File: config.mk
export PLATFORM = sky130hd
export DESIGN_NAME = decoder_arbiter
export DESIGN_NICKNAME = d
export VERILOG_FILES = /design/src/rtl/decoder_arbiter.sv
export SDC_FILE = /design/constraint.sdc
export NUM_CORES = 1
export LEC_CHECK = 0
export ABC_AREA = 1
export BUFFER_PORTS_ARGS = -buffer_cell sky130_fd_sc_hd__buf_2
export CAP_MARGIN = 30
export CORE_MARGIN = 2
export CORE_UTILIZATION = 49
export DETAILED_ROUTE_END_ITERATION = 7
export GPL_ROUTABILITY_DRIVEN = 0
export PLACE_DENSITY_LB_ADDON = 0.08
export SETUP_SLACK_MARGIN = 0.5
export SLEW_MARGIN = 20
export SYNTH_ARGS = -nofsm -noshare
export SYNTH_HDL_FRONTEND = slang
export SYNTH_SLANG_ARGS = --single-unit
export TNS_END_PERCENT = 1
File: constraint.sdc
create_clock -name clock -period 2.2 [get_ports clock]
set_clock_uncertainty 0.05 [all_clocks]
set_input_delay 0.22 -clock clock [delete_from_list [all_inputs] [get_ports clock]]
set_output_delay 0.22 -clock clock [all_outputs]
set_load 0.1 [all_outputs]
File: src/rtl/decoder_arbiter.sv
// ---------------------------------------------------------------------------
// decoder_arbiter
//
// Purpose
//   Lets NREQ requesters share one decoder. Requests are arbitrated round-robin
//   and only one transaction is in flight at a time. The granted code is held
//   on dec_in for DEC_LAT cycles, dec_out is sampled in the last of those
//   cycles, and the result goes back to the granted requester over a
//   valid/ready handshake.
//
// Parameters
//   NREQ       number of requesters (2..8)
//   CODE_W     decoder input code width
//   DEC_OUT_W  decoder result width
//   DEC_LAT    cycles dec_in is held before dec_out is sampled (1..15)
//
// Ports
//   clock      in   single clock, all state on posedge
//   reset      in   synchronous, active-high
//   req_valid  in   [NREQ]            per-requester request valid
//   req_code   in   [NREQ*CODE_W]     requester i code at [i*CODE_W +: CODE_W]
//   req_ready  out  [NREQ]            one-hot accept, only ever set in IDLE
//   rsp_valid  out  [NREQ]            one-hot result valid (RESP only)
//   rsp_data   out  [DEC_OUT_W]       shared result bus
//   rsp_ready  in   [NREQ]            per-requester result accept
//   dec_in     out  [CODE_W]          code driven to the decoder
//   dec_out    in   [DEC_OUT_W]       decoder result
//   busy       out                    high whenever not IDLE
//
// Optional feature (macro DEC_ARB_STATS_EN)
//   txn_count  out  [16]              completed transactions, saturating
//   last_gnt   out  [$clog2(NREQ)]    requester of the last completed transaction
// ---------------------------------------------------------------------------
module decoder_arbiter #(
    parameter int NREQ      = 4,
    parameter int CODE_W    = 7,
    parameter int DEC_OUT_W = 8,
    parameter int DEC_LAT   = 2
) (
    input  logic                     clock,
    input  logic                     reset,
    input  logic [NREQ-1:0]          req_valid,
    input  logic [NREQ*CODE_W-1:0]   req_code,
    output logic [NREQ-1:0]          req_ready,
    output logic [NREQ-1:0]          rsp_valid,
    output logic [DEC_OUT_W-1:0]     rsp_data,
    input  logic [NREQ-1:0]          rsp_ready,
    output logic [CODE_W-1:0]        dec_in,
    input  logic [DEC_OUT_W-1:0]     dec_out,
    output logic                     busy
`ifdef DEC_ARB_STATS_EN
    ,
    output logic [15:0]              txn_count,
    output logic [$clog2(NREQ)-1:0]  last_gnt
`endif
);

    localparam int IDX_W = $clog2(NREQ);
    localparam int CNT_W = 4;

    typedef enum logic [1:0] {
        ST_IDLE = 2'd0,
        ST_WAIT = 2'd1,
        ST_RESP = 2'd2
    } state_t;

    state_t              state_q,    state_d;
    logic [IDX_W-1:0]    rr_ptr_q,   rr_ptr_d;
    logic [IDX_W-1:0]    gnt_q,      gnt_d;
    logic [CODE_W-1:0]   code_q,     code_d;
    logic [CNT_W-1:0]    wait_cnt_q, wait_cnt_d;
    logic [DEC_OUT_W-1:0] rsp_data_q, rsp_data_d;

    logic [CODE_W-1:0]   code_arr [NREQ];
    logic                grant_found;
    logic [IDX_W-1:0]    grant_idx;
    logic                rsp_done;

    // Split the flat code bus into one lane per requester.
    generate
        for (genvar gi = 0; gi < NREQ; gi++) begin : g_code_lane
            assign code_arr[gi] = req_code[gi*CODE_W +: CODE_W];
        end
    endgenerate

    // Round-robin pick: first valid requester at or after rr_ptr, wrapping.
    always_comb begin
        grant_found = 1'b0;
        grant_idx   = '0;
        for (int k = 0; k < NREQ; k++) begin
            logic [IDX_W-1:0] cand;
            cand = IDX_W'((int'(rr_ptr_q) + k) % NREQ);
            if (!grant_found && req_valid[cand]) begin
                grant_found = 1'b1;
                grant_idx   = cand;
            end
        end
    end

    assign rsp_done = (state_q == ST_RESP) && rsp_ready[gnt_q];

    // Next-state and output logic.
    always_comb begin
        state_d    = state_q;
        rr_ptr_d   = rr_ptr_q;
        gnt_d      = gnt_q;
        code_d     = code_q;
        wait_cnt_d = wait_cnt_q;
        rsp_data_d = rsp_data_q;
        req_ready  = '0;
        rsp_valid  = '0;

        case (state_q)
            ST_IDLE: begin
                if (grant_found) begin
                    // Accept completes this cycle; the code is frozen here so
                    // later changes on req_code cannot reach the decoder.
                    req_ready[grant_idx] = 1'b1;
                    code_d     = code_arr[grant_idx];
                    gnt_d      = grant_idx;
                    wait_cnt_d = CNT_W'(DEC_LAT);
                    state_d    = ST_WAIT;
                end
            end
            ST_WAIT: begin
                wait_cnt_d = wait_cnt_q - 1'b1;
                if (wait_cnt_q == CNT_W'(1)) begin
                    rsp_data_d = dec_out;
                    state_d    = ST_RESP;
                end
            end
            ST_RESP: begin
                rsp_valid[gnt_q] = 1'b1;
                if (rsp_done) begin
                    rr_ptr_d = (gnt_q == IDX_W'(NREQ - 1)) ? '0 : gnt_q + 1'b1;
                    state_d  = ST_IDLE;
                end
            end
            default: begin
                state_d = ST_IDLE;
            end
        endcase
    end

    always_ff @(posedge clock) begin
        if (reset) begin
            state_q    <= ST_IDLE;
            rr_ptr_q   <= '0;
            gnt_q      <= '0;
            code_q     <= '0;
            wait_cnt_q <= '0;
            rsp_data_q <= '0;
        end else begin
            state_q    <= state_d;
            rr_ptr_q   <= rr_ptr_d;
            gnt_q      <= gnt_d;
            code_q     <= code_d;
            wait_cnt_q <= wait_cnt_d;
            rsp_data_q <= rsp_data_d;
        end
    end

    // code_q only changes at accept, so dec_in is a clean register output
    // that keeps its last value outside WAIT.
    assign dec_in   = code_q;
    assign rsp_data = rsp_data_q;
    assign busy     = (state_q != ST_IDLE);

`ifdef DEC_ARB_STATS_EN
    logic [15:0]       txn_count_q, txn_count_d;
    logic [IDX_W-1:0]  last_gnt_q,  last_gnt_d;

    always_comb begin
        txn_count_d = txn_count_q;
        last_gnt_d  = last_gnt_q;
        if (rsp_done) begin
            if (txn_count_q != 16'hFFFF) begin
                txn_count_d = txn_count_q + 16'd1;
            end
            last_gnt_d = gnt_q;
        end
    end

    always_ff @(posedge clock) begin
        if (reset) begin
            txn_count_q <= '0;
            last_gnt_q  <= '0;
        end else begin
            txn_count_q <= txn_count_d;
            last_gnt_q  <= last_gnt_d;
        end
    end

    assign txn_count = txn_count_q;
    assign last_gnt  = last_gnt_q;
`endif

endmodule

==> results.toml <==
[clock_tree]
clock-root-buffer = "clkbuf_8"
clock_latency_ns = 0.27
cts.sinks = 25
cts_buffers = 3
path_clk_slew_ns = 0.09
cts_buffer_depth = 2
h-tree-depth = 1
cts_tree = "done"

[grt]
met1_usage_pct = 28.8
use_met2_pct = 41.6
grt_max_degree = 17
gr-usage-all-layers_pct = 23.4
grt_util_met3_pct = 5.48
grt_pass1_vias = 1938
antenna_found_initial = 0
grt_overflow_total = 0
grt_first_pass_wirelength_um = 8030
busiest_layer = "met2"

[routing]
routedWlPerCell_um = 11.2
vias_per_cell = 4.84
detail-route-antenna-nets = 0
totalWireLength_um = 4670
routed-via-count = 2022
drt_first_pass_iters = 4
drc = 0
drtIter0Drc = 88

[final_layout]
area_growth_pct = 40.2
nFillCells = 343
diodes = 0
post-route-util_pct = 71.0
layout.nets = 423
stdcell_area_sq_um = 2600
drive_gt1_share_pct = 40.8

[synth]
syn_area_per_cell_sq_um = 6.37
synth.distinct_cells = 29
synth_fp_nets = 343
yosys_warnings = 0
synth_seq_cells = 25
netlist_instances = 291
syn_area_sq_um = 1850
yosysSeqAreaShare_pct = 27.0

[floorplanning]
start_util_pct = 50.6
die_h_um = 65.5
io_pins = 70
rows = 22
core_sq_um = 3660
die_w_um = 65.5
fp.dieArea_sq_um = 4290

[critical_path]
arrival_ns = 1.93
path_class = "flop to primary output"
crit_path_max_incr_delay_ns = 0.39
critPathSlowestCell = "dfxtp_4"
critical_path.cell_chain = "buf_6, nand2_2, nand2_4, nand2_4, nand2_4, nor2_8, nand3_4, nand2_8, nor2_4, inv_4, a21oi_4, buf_12"
cp_max_fo = 6
critPathLaunchType = "flop"
worst_path_dominant_cell_family = "simple AND/OR/NAND/NOR gates"
cpMostUsedCell = "nand2_4"
critPathCaptureType = "primary output"
required_ns = 1.93
critical_path_buf_inv_count = 3

[timing]
worst_pin_slew_ns = 0.500
relSlewSlack_pct = 66.9
period_share_pct = 100
finalHoldViolations = 0
maxSlewViolCount = 0
rsz0062_at_grt = "true"
max_freq_ghz = 0.455
fin_tns_setup_ns = 0
setup_violations = 0
period_needed_ns = 2.20

[power]
p_per_area_nw_per_um2 = 680
leakage_nw = 1.40
max-vdd-ir-drop_v = 0.000592

[place]
numPortBuffers = 69
place_hpwl_um = 3400
place_area_sq_um = 2320

[outcome]
outcome = "completed"

[worst_hold_path]
hp-class = "primary input to flop"

[job]
maxCapViolCount = 0
-- synth_stat cells --
library cell | n | area (sq um)
a211oi_1 | 2 | 15.0
a21oi_1 | 8 | 40.0
a31oi_1 | 1 | 6.26
buf_12 | 2 | 40.0
buf_2 | 1 | 5.00
buf_4 | 1 | 7.51
buf_6 | 2 | 22.5
clkbuf_1 | 1 | 3.75
clkbuf_8 | 1 | 13.8
clkinv_1 | 1 | 3.75
dfxtp_1 | 25 | 500
ha_1 | 6 | 75.1
inv_1 | 33 | 124
inv_2 | 5 | 18.8
inv_4 | 1 | 6.26
nand2_1 | 77 | 289
nand2_2 | 15 | 93.8
nand2_4 | 3 | 33.8
nand3_1 | 25 | 125
nand3_2 | 3 | 30.0
nand3_4 | 2 | 35.0
nor2_1 | 48 | 180
nor2_2 | 12 | 75.1
nor2_8 | 1 | 20.0
nor4_1 | 1 | 6.26
nor4_2 | 1 | 12.5
o211ai_1 | 1 | 7.51
o21ai_0 | 11 | 55.1
xor2_1 | 1 | 8.76
-- state kept, by name (all words and copies together) (netlist names) --
signal,flops
rsp_data,8
state_q,2
wait_cnt_q,4
rr_ptr_q,2
gnt_q,2
dec_in,7
-- final timing paths --
check	startpoint	to	slack, ns	cells past startpoint
setup / recovery	rr_ptr_q[0]	req_ready[0]	0.0006	12
hold / removal	dec_out[5]	rsp_data[5]	0.11	3
setup reg to reg	rr_ptr_q[0]	dec_in[2]	0.30	14
hold reg to reg	rsp_data[0]	rsp_data[0]	0.46	2
-- through the flow --
step	power, W	setup slack [ns]	hold slack [ns]	cells
floorplan	0.00126	0.0919	0.305	291
global placement	0.00142	0.233	0.396	405
detailed placement	0.00143	0.199	0.402	405
CTS	0.00174	0.0119	0.111	417
global route	0.00188	-0.0828	0.112	418
finish	0.00177	0.000612	0.112	418
-- tightest hold or removal path: stages --
cell    delay, ns
buf_2        0.08
nor2_1       0.03
nor2_1       0.08
-- kinds of logic after synthesis --
group | after synthesis | share of synthesized area (%)
compound gates | 23 | 6.68
xor+xnor | 1 | 0.472
fa+ha+maj | 6 | 4.05
buf+inv | 48 | 13.2
flops | 25 | 27.0
simple gates | 188 | 48.6
-- what timing repair did --
action | in CTS | in global routing
hold buffers | 0 | 0
setup endpoints to repair | 15 | 19
buffers inserted | 7 | 1
gates resized for setup | 24 | 24
pin swaps | 8 | 6
gates cloned | 1 | 0
-- layout by cell type (no fill, tap or decap), types with 2 or more instances in the layout --
cell / n
o21ai_0: 10
buf_6: 3
nor2_2: 15
nand3_4: 4
nand3_2: 2
a21oi_1: 7
buf_2: 61
inv_1: 33
nand2_2: 16
nand2_8: 2
clkbuf_8: 3
buf_4: 12
nor2_4: 4
ha_1: 6
dfxtp_1: 22
a211oi_1: 2
nor2_1: 41
nand2_4: 8
inv_4: 3
nand2_1: 69
dfxtp_4: 2
nand3_1: 24
buf_12: 5
-- cell type report --
type                    instances  area, sq um  area share, %
inverters                      40          170           6.54
repair buffers                 83          552           21.2
well taps                      48         60.1           2.31
clock buffers                   3         41.3           1.59
multi-input cells             218         1260           48.6
flip-flops and latches         25          509           19.6
clock inverters                 1         5.00          0.192
-- per-layer routing --
layer  vias up  wire length [um]
met5         -                 0
met4         0                47
met3         7               268
met2        56              2300
met1       903              2050
li1       1056                 -
-- power by group --
part | total (W) | switching, W | internal, W
clock network | 0.000275 | 0.000148 | 0.000127
registers | 0.000546 | 0.0000420 | 0.000504
logic | 0.000948 | 0.000674 | 0.000273
No activity file was read; power rests on OpenSTA's default activity.
